==> config.mk <==
export PLATFORM = sky130hd
export DESIGN_NAME = rx_bit_decoder_flat
export DESIGN_NICKNAME = d
export VERILOG_FILES = /design/src/rtl/rx_bit_decoder_if.sv /design/src/rtl/rx_bit_decoder.sv /design/src/flat_wrapper.sv
export SDC_FILE = /design/constraint.sdc
export NUM_CORES = 1
export LEC_CHECK = 0
export ABC_AREA = 0
export BUFFER_PORTS_ARGS = -buffer_cell sky130_fd_sc_hd__buf_2
export CAP_MARGIN = 20
export CORE_UTILIZATION = 26
export DETAILED_ROUTE_END_ITERATION = 10
export GPL_ROUTABILITY_DRIVEN = 0
export PLACE_DENSITY = 0.42
export REMOVE_ABC_BUFFERS = 1
export SLEW_MARGIN = 5
export SYNTH_ARGS = -nofsm -noshare
export SYNTH_HDL_FRONTEND = slang
export SYNTH_SLANG_ARGS = --single-unit
==> constraint.sdc <==
create_clock -name clk -period 2.5 [get_ports clk]
set_input_delay 0.125 -clock clk [delete_from_list [all_inputs] [get_ports clk]]
set_output_delay 0.125 -clock clk [all_outputs]
set_load 0.01 [all_outputs]
==> src/rtl/rx_bit_decoder_if.sv <==
// Raw D+/D- lines in, decoded bit stream and framing strobes out.
// master: the bit decoder; slave: the line driver / RX control FSM side.
interface rx_bit_decoder_if;
   logic        d_plus_in;
   logic        d_minus_in;
   logic        decoded_bit;
   logic        shift_en;
   logic        byte_done;
   logic [15:0] sr_val;
   logic        eop;
   logic        stuff_error;

   modport master (
      input  d_plus_in, d_minus_in,
      output decoded_bit, shift_en, byte_done, sr_val, eop, stuff_error
   );

   modport slave (
      output d_plus_in, d_minus_in,
      input  decoded_bit, shift_en, byte_done, sr_val, eop, stuff_error
   );
endinterface

==> src/rtl/rx_bit_decoder.sv <==
// USB FS RX front end: sync, oversampled bit recovery, NRZI, unstuffing, EOP; RX_STUFF_ERR_EN enables stuff-error abort.
// Latency: line edge seen 3 clk after transition, outputs 1 clk after sample; no backpressure, every strobe must be taken.
module rx_bit_decoder #(
   parameter int CLKS_PER_BIT = 8
) (
   input  logic             clk,
   input  logic             n_rst,
   rx_bit_decoder_if.master rx
);
   localparam int            CW      = $clog2(CLKS_PER_BIT);
   localparam logic [CW-1:0] CNT_MAX = CW'(CLKS_PER_BIT - 1);
   localparam logic [CW-1:0] CNT_MID = CW'(CLKS_PER_BIT / 2 - 1);

   typedef enum logic [1:0] {
      ST_IDLE,
      ST_ACTIVE,
      ST_EOP
   } state_e;

   logic          dp_s1_q, dp_s2_q, dp_d1_q;
   logic          dm_s1_q, dm_s2_q;

   state_e        state_q,     state_d;
   logic [CW-1:0] cnt_q,       cnt_d;
   logic          prev_dp_q,   prev_dp_d;
   logic [2:0]    ones_q,      ones_d;
   logic [2:0]    bit_cnt_q,   bit_cnt_d;
   logic [15:0]   sr_q,        sr_d;
   logic          dec_bit_q,   dec_bit_d;
   logic          shift_en_q,  shift_en_d;
   logic          byte_done_q, byte_done_d;
   logic          eop_q,       eop_d;
`ifdef RX_STUFF_ERR_EN
   logic          stuff_err_q, stuff_err_d;
`endif

   logic edge_det, sample, se0, line_j, nrzi_bit;

   always_ff @(posedge clk or negedge n_rst) begin
      if (!n_rst) begin
         dp_s1_q <= 1'b1;
         dp_s2_q <= 1'b1;
         dp_d1_q <= 1'b1;
         dm_s1_q <= 1'b0;
         dm_s2_q <= 1'b0;
      end else begin
         dp_s1_q <= rx.d_plus_in;
         dp_s2_q <= dp_s1_q;
         dp_d1_q <= dp_s2_q;
         dm_s1_q <= rx.d_minus_in;
         dm_s2_q <= dm_s1_q;
      end
   end

   // Only D+ transitions retime the counter; D- is used for SE0/J classification.
   assign edge_det = dp_s2_q ^ dp_d1_q;
   assign sample   = (cnt_q == CNT_MID);
   assign se0      = !dp_s2_q && !dm_s2_q;
   assign line_j   = dp_s2_q && !dm_s2_q;
   assign nrzi_bit = (dp_s2_q == prev_dp_q);

   always_comb begin
      state_d     = state_q;
      prev_dp_d   = prev_dp_q;
      ones_d      = ones_q;
      bit_cnt_d   = bit_cnt_q;
      sr_d        = sr_q;
      dec_bit_d   = dec_bit_q;
      shift_en_d  = 1'b0;
      byte_done_d = 1'b0;
      eop_d       = eop_q;
`ifdef RX_STUFF_ERR_EN
      stuff_err_d = 1'b0;
`endif
      if (edge_det || cnt_q == CNT_MAX) begin
         cnt_d = '0;
      end else begin
         cnt_d = cnt_q + 1'b1;
      end

      case (state_q)
         ST_IDLE: begin
            if (edge_det) begin
               state_d = ST_ACTIVE;
            end
         end
         ST_ACTIVE: begin
            if (sample) begin
               prev_dp_d = dp_s2_q;
               if (se0) begin
                  state_d   = ST_EOP;
                  eop_d     = 1'b1;
                  bit_cnt_d = 3'd0;
                  ones_d    = 3'd0;
               end else begin
                  dec_bit_d = nrzi_bit;
                  // Six ones in a row: this bit is the stuffed one and never reaches the shift register.
                  if (ones_q == 3'd6) begin
                     ones_d = 3'd0;
`ifdef RX_STUFF_ERR_EN
                     if (nrzi_bit) begin
                        stuff_err_d = 1'b1;
                        state_d     = ST_EOP;
                        bit_cnt_d   = 3'd0;
                     end
`endif
                  end else begin
                     shift_en_d  = 1'b1;
                     sr_d        = {sr_q[14:0], nrzi_bit};
                     bit_cnt_d   = bit_cnt_q + 3'd1;
                     byte_done_d = (bit_cnt_q == 3'd7);
                     ones_d      = nrzi_bit ? ones_q + 3'd1 : 3'd0;
                  end
               end
            end
         end
         ST_EOP: begin
            if (sample) begin
               if (line_j) begin
                  state_d   = ST_IDLE;
                  eop_d     = 1'b0;
                  prev_dp_d = 1'b1;
                  bit_cnt_d = 3'd0;
                  ones_d    = 3'd0;
               end else begin
                  prev_dp_d = dp_s2_q;
                  if (se0) begin
                     eop_d = 1'b1;
                  end
               end
            end
         end
         default: begin
            state_d = ST_IDLE;
         end
      endcase
   end

   always_ff @(posedge clk or negedge n_rst) begin
      if (!n_rst) begin
         state_q     <= ST_IDLE;
         cnt_q       <= '0;
         prev_dp_q   <= 1'b1;
         ones_q      <= 3'd0;
         bit_cnt_q   <= 3'd0;
         sr_q        <= 16'h0000;
         dec_bit_q   <= 1'b1;
         shift_en_q  <= 1'b0;
         byte_done_q <= 1'b0;
         eop_q       <= 1'b0;
`ifdef RX_STUFF_ERR_EN
         stuff_err_q <= 1'b0;
`endif
      end else begin
         state_q     <= state_d;
         cnt_q       <= cnt_d;
         prev_dp_q   <= prev_dp_d;
         ones_q      <= ones_d;
         bit_cnt_q   <= bit_cnt_d;
         sr_q        <= sr_d;
         dec_bit_q   <= dec_bit_d;
         shift_en_q  <= shift_en_d;
         byte_done_q <= byte_done_d;
         eop_q       <= eop_d;
`ifdef RX_STUFF_ERR_EN
         stuff_err_q <= stuff_err_d;
`endif
      end
   end

   assign rx.decoded_bit = dec_bit_q;
   assign rx.shift_en    = shift_en_q;
   assign rx.byte_done   = byte_done_q;
   assign rx.sr_val      = sr_q;
   assign rx.eop         = eop_q;
`ifdef RX_STUFF_ERR_EN
   assign rx.stuff_error = stuff_err_q;
`else
   assign rx.stuff_error = 1'b0;
`endif
endmodule

==> src/flat_wrapper.sv <==
// flat-port wrapper written by rule: the top's interface ports become plain ports
module rx_bit_decoder_flat 
#(
   parameter int CLKS_PER_BIT = 8
)
  (clk, n_rst, rx_d_plus_in, rx_d_minus_in, rx_decoded_bit, rx_shift_en, rx_byte_done, rx_sr_val, rx_eop, rx_stuff_error);
  rx_bit_decoder_if rx_i ();
  input  logic clk;
  input  logic n_rst;
  input wire logic [$bits(rx_i.d_plus_in)-1:0] rx_d_plus_in;
  input wire logic [$bits(rx_i.d_minus_in)-1:0] rx_d_minus_in;
  output wire logic [$bits(rx_i.decoded_bit)-1:0] rx_decoded_bit;
  output wire logic [$bits(rx_i.shift_en)-1:0] rx_shift_en;
  output wire logic [$bits(rx_i.byte_done)-1:0] rx_byte_done;
  output wire logic [$bits(rx_i.sr_val)-1:0] rx_sr_val;
  output wire logic [$bits(rx_i.eop)-1:0] rx_eop;
  output wire logic [$bits(rx_i.stuff_error)-1:0] rx_stuff_error;
  assign rx_i.d_plus_in = rx_d_plus_in;
  assign rx_i.d_minus_in = rx_d_minus_in;
  assign rx_decoded_bit = rx_i.decoded_bit;
  assign rx_shift_en = rx_i.shift_en;
  assign rx_byte_done = rx_i.byte_done;
  assign rx_sr_val = rx_i.sr_val;
  assign rx_eop = rx_i.eop;
  assign rx_stuff_error = rx_i.stuff_error;
  rx_bit_decoder #(.CLKS_PER_BIT(CLKS_PER_BIT)) u_core (.clk(clk), .n_rst(n_rst), .rx(rx_i));
endmodule
* Yosys cells after proc, flatten, opt, wreduce, memory -nomap -nowiden
Cells that the tools add are included.
Cells by class: add/subtract/negate cells 3, muxes and demuxes 35, eq/ne operators 13, bitwise logic cells 3, reduce and logical (&&, ||, !) cells 13
Operator list (number):
- 3-bit two-way mux | 10
- 1-bit two-way mux | 15
- 3-bit case mux with 2 select lines | 2
- 2-bit two-way mux | 5
- 2-bit by 1-bit != test with 1-bit output (second input constant) | 5
- 5-bit AND reduction | 2
- 3-bit by 1-bit adder with 3-bit output (second input constant) | 3
- 3-bit == test (second input constant) | 3
- 4-bit AND reduction | 2
- 2-bit case mux with 3 select lines | 1
- 3-bit AND reduction | 2
- 1-bit case mux with 2 select lines | 2
- 3-bit by 2-bit == test with 1-bit output (second input constant) | 1
- 3-bit by 2-bit != test with 1-bit output (second input constant) | 1
- 2-bit by 1-bit == test with 1-bit output (second input constant) | 1
- 2-bit == test (second input constant) | 1
- 1-bit logical AND | 2
- 1-bit zero test | 2
- 2-bit zero test | 1
- 1-bit inverter | 2
- 2-bit nonzero test | 1
- 1-bit == test | 1
- 1-bit logical OR | 1
- 1-bit XOR | 1
Word-level totals: word-level logic and storage cells 82, output and inout port bits 21, input port bits 4, bits in registers 37

* Logic depth before layout (Yosys ltp)
Gate-level depths: netlist (run 1).
depth after elaboration 6, gate-level depth with buffers 7, gate-level depth less buffers 5

* Worst setup path before layout (run 1)
No wires, ideal clock.
path type register to register, start reg u_core.cnt_q[0], end reg u_core.sr_q[10] (netlist: u_core.rx.sr_val[10]), slack 0.622 ns, clock period less this slack 1.878 ns, cell stages (with the launch flop) 8, data arrival time 1.753 ns, data required time 2.375 ns, library setup time 0.125 ns, cells stage by stage dfrtp_1 > ha_1 > ha_1 > clkbuf_8 > o211ai_1 > a21oi_2 > buf_6 > mux2_2
On the way: cells in the longest elaborated chain, start to end 2
RTL lines:
- start, declared | RTL line rx_bit_decoder.sv:24 | logic [CW-1:0] cnt_q, cnt_d;
- start signal, assigned | RTL line rx_bit_decoder.sv:156 | cnt_q <= cnt_d;
- 3-bit by 2-bit == test with 1-bit output | RTL line rx_bit_decoder.sv:57 | assign sample = (cnt_q == CNT_MID);
- 4-bit AND reduction (no source line)
- end signal, assigned | RTL line rx_bit_decoder.sv:160 | sr_q <= sr_d;
- end, declared | RTL line rx_bit_decoder.sv:28 | logic [15:0] sr_q, sr_d;
No other way between the ends. A chain may end at the register's enable or synchronous reset.

* Worst setup path in the final report (run 1)
start reg u_core.cnt_q[0], end reg u_core.state_q[1]
On the way: cells in the longest elaborated chain, start to end 3, elaborated cells between the ends (all ways) 4, classes of those cells eq/ne: 3; reduce/logical: 1
RTL lines:
- 3-bit by 2-bit == test with 1-bit output (*) | RTL line rx_bit_decoder.sv:57
- 2-bit by 1-bit != test with 1-bit output (no source line)
- 5-bit AND reduction (no source line) (*)
- end signal, assigned | RTL line rx_bit_decoder.sv:155 | state_q <= state_d;
- end, declared | RTL line rx_bit_decoder.sv:23 | state_e state_q, state_d;
Mark *: on every way between the ends. The rest lies on a longest branch, timed or not.

==> results by group, run 1 <==
Outcome
  – Status: finished with violations
  – Failing checks: DRC

Power and ir drop
  – Comb power frac: 0.281
  – NetSw: 0.5667 mW
  – Clock power frac: 0.286
  – Design Power: 1.858 mW
  – Sequential share of power: 0.433
  – Pleak: 0.9928 nW
  – Sw Ratio: 0.3051
  – Internal Power: 1.291 mW
  – PwrDens: 906.3 nW/um^2
  – Max IR drop VDD: 0.0004938 V

Clock network
  – CTS tree: yes
  – Worst-skew pair later-pin latency: 0.29 ns
  – Max clock buf depth: 2
  – CTS Buf Count: 5
  – H-tree Lvls: 2
  – CTS Hold Bufs: 3
  – # Post-CTS Setup Buffers: 0
  – CTS Sinks: 37
  – Clock transition at path regs: 0.07 ns
  – Clock root buffer master: clkbuf_8
  – Post-CTS sizing: 0

STA
  – Slew @ Worst Pin: 0.8179 ns
  – Setup TNS Final: 0 ns
  – Final Skew: 0.006171 ns
  – Fin. Hold Viols: 0
  – Max Transition Viols Final: 0
  – Fin crit share: 0.8581
  – Slew headroom: 0.4547
  – F_max: 466.2 MHz
  – Final setup fails: 0
  – RSZ-0062 raised after global routing: false
  – Minimum clock period: 2.145 ns

Floorplanning
  – Starting Density: 0.2731
  – Row Count: 29
  – Die W: 84.14 um
  – Die Footprint: 7080 sq um
  – CORE AREA: 6422 sq um
  – Top Ports: 25
  – Overall die height: 84.14 um

Global route
  – Initial antenna violation count: 0
  – Total track usage: 0.1015
  – Total gr overflow: 0
  – Number of global-route vias before repair: 1203
  – Largest net degree at the start of global routing: 38
  – First-pass GRT wire length: 5609 um

Drt
  – Antenna viol nets, final: 0
  – WL final: 3067 um
  – WL/cell: 12.94 um
  – DRT Pass-1 Iters: 7
  – DRC viols: 4
  – Vias per Instance: 4.684
  – Initial DRC count: 56
  – Vias: 1110

Logic synthesis
  – Post-synthesis xor/xnor area fraction: 0.009986
  – Syn. warnings: 0
  – Ys flop type: dfrtp_1
  – Simple-gate share of the synthesized area: 0.09772
  – Largest cells by area after synthesis: dfrtp_1 46%, mux2_2 12%, ha_1 7.8%
  – Post-synthesis sequential area ratio: 0.5314
  – Compound-Gate Fraction of Synth Area: 0.1013
  – Synth Area in Adders: 0.07846
  – Leading area contributor after synthesis: dfrtp_1
  – Synth top area share: 0.4565
  – Distinct cells, synth: 40
  – Gate Count Post-Synth: 132
  – Syn avg cell area: 13.29 sq um
  – Mapped Area: 1754 sq um
  – Post-synth EDFFs: 0
  – Post-synth top cells: 32 x dfrtp_1, 18 x mux2_2, 11 x ha_1
  – Post-synthesis mux area share: 0.1220
  – Largest family of logic cells by synthesized area: multiplexers
  – Cell with the most instances after synthesis: dfrtp_1
  – Yosys reg bits: 37
  – Ys async rst share: 1.000

Setup path
  – Arrival @ worst endpoint: 2.32 ns
  – CP endpoint kind: flop
  – Crit start category: flop
  – CP max stage cell: or4b_4
  – Crit-path max FO: 11
  – Critical path's most frequent cell: ha_1
  – Critical path class: flop to flop
  – CP max stage delay: 0.53 ns
  – WP data required: 2.67 ns
  – Critical path, cell by cell: ha_1 > ha_1 > or4b_4 > a32oi_1 > mux2_1

Cells and area
  – Nets: 174
  – Non-Filler Cell Area, Final: 2049 sq um
  – Share of layout cells above drive strength 1: 0.3875
  – N_diodes: 0
  – Area Overhead vs Synth: 16.83%

Job
  – Maximum Capacitance Violations: 0

Placement
  – Placed Area: 1903 sq um
  – I/O Buffers: 23
  – Placed wire-length estimate: 2171 um

Min path
  – HP Class: flop to flop
-- power groups by stage --
stage | Combinational [mW] | Clock, mW | Sequential, mW
2_1_floorplan | 0.379 | 0 | 0.806
3_5_place_dp | 0.528 | 0 | 0.814
4_1_cts | 0.532 | 0.556 | 0.805
6_report | 0.522 | 0.532 | 0.804
5_1_grt | 0.591 | 0.586 | 0.822
3_3_place_gp | 0.500 | 0 | 0.804
-- cell usage in the layout (no fill, tap or decap), drive strengths merged, types with 3 or more instances in the layout --
cell type	instances
dfstp	5
o211ai	3
dlygate4sd3	3
nand2b	3
mux2	19
nand2	3
nor2	4
dfrtp	32
a21oi	4
ha	11
inv	8
clkbuf	7
o2111ai	3
buf	24
-- worst paths after layout --
check,end,from,slack (ns),depth (start not counted)
setup / recovery,u_core.state_q[1],u_core.cnt_q[0],0.35,5
hold / removal,u_core.dm_s2_q,u_core.dm_s1_q,0.35,0
setup reg to reg,u_core.state_q[1],u_core.cnt_q[0],0.35,5
hold reg to reg,u_core.dm_s2_q,u_core.dm_s1_q,0.35,0
max in group asynchronous,u_core.rx.sr_val[8],n_rst,1.51,2
min in group asynchronous,u_core.ones_q[0],n_rst,0.47,2
-- sequential cells by signal, summed over array words and instances (netlist names) --
| register | cells |
|---|---|
| u_core.bit_cnt_q | 3 |
| u_core.cnt_q | 3 |
| u_core.dm_s1_q | 1 |
| u_core.dm_s2_q | 1 |
| u_core.dp_d1_q | 1 |
| u_core.dp_s1_q | 1 |
| u_core.dp_s2_q | 1 |
| u_core.ones_q | 3 |
| u_core.prev_dp_q | 1 |
| u_core.rx.byte_done | 1 |
| u_core.rx.decoded_bit | 1 |
| u_core.rx.eop | 1 |
| u_core.rx.shift_en | 1 |
| u_core.rx.sr_val | 16 |
| u_core.state_q | 2 |
-- layer usage --
| metal | wire length [um] | track usage | part of all wire | up-vias |
|---|---|---|---|---|
| li1 | - | - | - | 526 |
| met1 | 1375 | 0.1207 | 0.45 | 559 |
| met2 | 1510 | 0.1684 | 0.49 | 18 |
| met3 | 120 | 0.02950 | 0.039 | 7 |
| met4 | 61 | 0.05016 | 0.020 | 0 |
| met5 | 0 | 0 | 0 | - |
-- kinds of logic (layout without fill, tap and decap cells) --
group,Yosys count,count (layout)
AO/OA/AOI/OAI,22,22
XOR/XNOR,2,2
adder cells (fa/ha/maj),11,11
buffers and inverters,15,43
flip-flops,37,37
multiplexers,19,19
other,1,1
AND/OR/NAND/NOR,25,25
-- layout make-up --
class,count,area (sq um)
Clock buffer,7,86.33
Clock inverter,1,30.03
Fill cell,636,4373
Inverter,8,30.03
Multi-Input combinational cell,80,721.9
Sequential cell,37,932.1
Tap cell,77,96.34
Timing Repair Buffer,27,152.6
-- critical path, delay by kind of cell (launching register included) --
family / cells / cell delay [ns]
adder cells (fa/ha/maj): 2 / 0.54
AND/OR/NAND/NOR: 1 / 0.53
flip-flops: 1 / 0.35
multiplexers: 1 / 0.35
AO/OA/AOI/OAI: 1 / 0.26
-- metrics by stage --
stage / hold WS, ns / utilization / instances / setup slack, ns
final: 0.3495 / 0.3191 / 237 / 0.3548
after global routing: 0.3575 / 0.3191 / 237 / 0.2505
after CTS: 0.3539 / 0.3191 / 237 / 0.3397
after detailed placement: 0.2332 / 0.2963 / 226 / 0.3536
after global placement: 0.2330 / 0.2963 / 226 / 0.4674
after floorplan: -0.1706 / - / 125 / 0.4925
Note: power is estimated with default switching activity, not from simulation.
==> run 2: changes to the inputs <==
--- a/config.mk
+++ b/config.mk
@@ -8,12 +8,14 @@
 export ABC_AREA = 0
 export BUFFER_PORTS_ARGS = -buffer_cell sky130_fd_sc_hd__buf_2
 export CAP_MARGIN = 20
+export CELL_PAD_IN_SITES_DETAIL_PLACEMENT = 1
+export CELL_PAD_IN_SITES_GLOBAL_PLACEMENT = 1
 export CORE_UTILIZATION = 26
 export DETAILED_ROUTE_END_ITERATION = 10
 export GPL_ROUTABILITY_DRIVEN = 0
-export PLACE_DENSITY = 0.42
+export PLACE_DENSITY = 0.49
 export REMOVE_ABC_BUFFERS = 1
-export SLEW_MARGIN = 5
+export SLEW_MARGIN = 10
 export SYNTH_ARGS = -nofsm -noshare
 export SYNTH_HDL_FRONTEND = slang
 export SYNTH_SLANG_ARGS = --single-unit
==> results by group, run 2 (synthesis gave the netlist of run 1 again) <==
Outcome
  – Status: finished, final reports clean

Placement
  – Placed Cells: 226 (unchanged)
  – I/O Buffers: 23 (unchanged)
  – Placed wire-length estimate: 2264 um (+4.3%)

Power and ir drop
  – Max IR drop VDD: 0.0003478 V (-30%)
  – PwrDens: 909.5 nW/um^2 (+0.35%)
  – Pleak: 0.9887 nW (-0.41%)

Cells and area
  – Commonest non-fill, non-tap cell in the layout: dfrtp_1
  – Most frequent cells in the layout: 32 x dfrtp_1, 23 x buf_2, 18 x mux2_2
  – Register area: 932.1 sq um (unchanged)
  – Nets: 174 (unchanged)
  – Post-Layout Cell Count: 237 (unchanged)
  – N_diodes: 0 (unchanged)
  – Multi-input gate area: 721.9 sq um (unchanged)
  – Largest register FFs: 16 (unchanged)
  – Layout fillers: 681 (+7.1%)
  – Area Overhead vs Synth: 16.76% (about the same)
  – Share of layout cells above drive strength 1: 0.3938 (+0.006250)

Drt
  – Vias: 1118 (+0.72%)
  – WL final: 3355 um (+9.4%)
  – Antenna viol nets, final: 0 (unchanged)
  – WL/cell: 14.16 um (+9.4%)
  – Vias per Instance: 4.717 (+0.72%)
  – Initial DRC count: 82 (+46%)
  – DRT Pass-1 Iters: 4 (-3)
  – DRC viols: 0 (-4)

STA
  – Slew headroom: 0.4227 (-0.03206)
  – Fin crit share: 0.8602 (+0.002118)
  – Setup TNS Final: 0 ns (unchanged)
  – Max Transition Viols Final: 0 (unchanged)
  – Final Skew: 0.008149 ns (+0.001978 ns)
  – F_max: 465.0 MHz (-0.25%)
  – Final setup fails: 0 (unchanged)
  – RSZ-0062 raised after global routing: false
  – Minimum clock period: 2.150 ns (+0.005294 ns)
  – Fin. Hold Viols: 0 (unchanged)
  – Slew @ Worst Pin: 0.8660 ns (+0.04809 ns)

Floorplanning
  – Die W: 84.14 um (unchanged)
  – Overall die height: 84.14 um (unchanged)
  – CORE AREA: 6422 sq um (unchanged)
  – Die Footprint: 7080 sq um (unchanged)
  – Top Ports: 25 (unchanged)
  – Row Count: 29 (unchanged)
  – Starting Density: 0.2731 (unchanged)

Clock network
  – # Post-CTS Setup Buffers: 0 (unchanged)
  – Worst-skew pair later-pin latency: 0.29 ns (about the same)
  – Max clock buf depth: 2 (unchanged)
  – Clock transition at path regs: 0.08 ns (about the same)
  – CTS Buf Count: 5 (unchanged)
  – CTS tree: yes
  – H-tree Lvls: 2 (unchanged)
  – CTS Sinks: 37 (unchanged)
  – Clock root buffer master: clkbuf_8

Setup path
  – Critical path class: flop to flop
  – Arrival @ worst endpoint: 2.32 ns (about the same)
  – Crit-path max FO: 11 (unchanged)
  – CP endpoint kind: flop
  – Crit path from: u_core.cnt_q[0]
  – WP data required: 2.67 ns (about the same)
  – Worst flop-to-flop path startpoint: u_core.cnt_q[0]
  – Crit start category: flop

Global route
  – Number of global-route vias before repair: 1226 (+1.9%)
  – Total track usage: 0.1065 (+0.005042)
  – First-pass GRT wire length: 5913 um (+5.4%)
  – Total gr overflow: 0 (unchanged)
  – Largest net degree at the start of global routing: 38 (unchanged)
  – Initial antenna violation count: 0 (unchanged)

Job
  – Maximum Capacitance Violations: 0 (unchanged)

Min path
  – Hold path start: u_core.dm_s1_q
  – HP Class: flop to flop
## run 2: cell count changes in the layout (fill, tap and decap cells not counted), sizes merged
| cell | change |
|---|---|
| clkbuf | -2 |
| clkinv | +1 |
| clkinvlp | +1 |
## run 2: routing by layer
metal | wire length, um | share of wire | global-route usage | vias up
li1 | - | - | - | 526
met1 | 1570 | 0.47 | 0.1369 | 567
met5 | 0 | 0 | 0 | -
met4 | 12 | 0.0036 | 0.03448 | 0
met3 | 127 | 0.038 | 0.03048 | 2
met2 | 1644 | 0.49 | 0.1736 | 23
## run 2: worst paths after layout
path,end,cells after the start,slack [ns]
max,u_core.state_q[1],5,0.35
min,u_core.dm_s2_q,0,0.35
max reg2reg,u_core.state_q[1],5,0.35
min reg2reg,u_core.dm_s2_q,0,0.35
max in group asynchronous,u_core.bit_cnt_q[2],2,1.46
min in group asynchronous,u_core.state_q[1],2,0.49
## run 2: layout make-up
cell class	instances	area share
Clock buffer	5	0.03360
Multi-Input combinational cell	80	0.3525
Clock inverter	3	0.02260
Sequential cell	37	0.4551
Inverter	8	0.01466
Tap cell	77	0.04704
Timing Repair Buffer	27	0.07453
## run 2: where the power goes
part | internal, mW | total, mW | switching (mW)
clock network | 0.299 | 0.526 | 0.228
logic | 0.250 | 0.534 | 0.284
registers | 0.716 | 0.803 | 0.0866
## run 2: metrics by stage
| step | hold WS (ns) | util | cell area, sq um | total power, mW | setup WS (ns) |
|---|---|---|---|---|---|
| after floorplan | -0.1706 | - | 1684 | 1.185 | 0.4925 |
| after global placement | 0.2317 | 0.2963 | 1903 | 1.304 | 0.4568 |
| after detailed placement | 0.2322 | 0.2963 | 1903 | 1.347 | 0.3513 |
| after CTS | 0.3515 | 0.3189 | 2048 | 1.894 | 0.3351 |
| after global routing | 0.3598 | 0.3189 | 2048 | 2.006 | 0.1868 |
| final | 0.3496 | 0.3189 | 2048 | 1.863 | 0.3495 |
## run 2: worst max-delay path, cell delays in order (launching register included)
cell,delay [ns]
dfrtp_1,0.36
ha_1,0.17
ha_1,0.38
or4b_4,0.53
a32oi_1,0.25
mux2_1,0.35
## run 2: what timing repair did
action | CTS | global route
resized for setup | 0 | 0
endpoints found under the hold margin | 34 | 0
hold buffers | 3 | 0
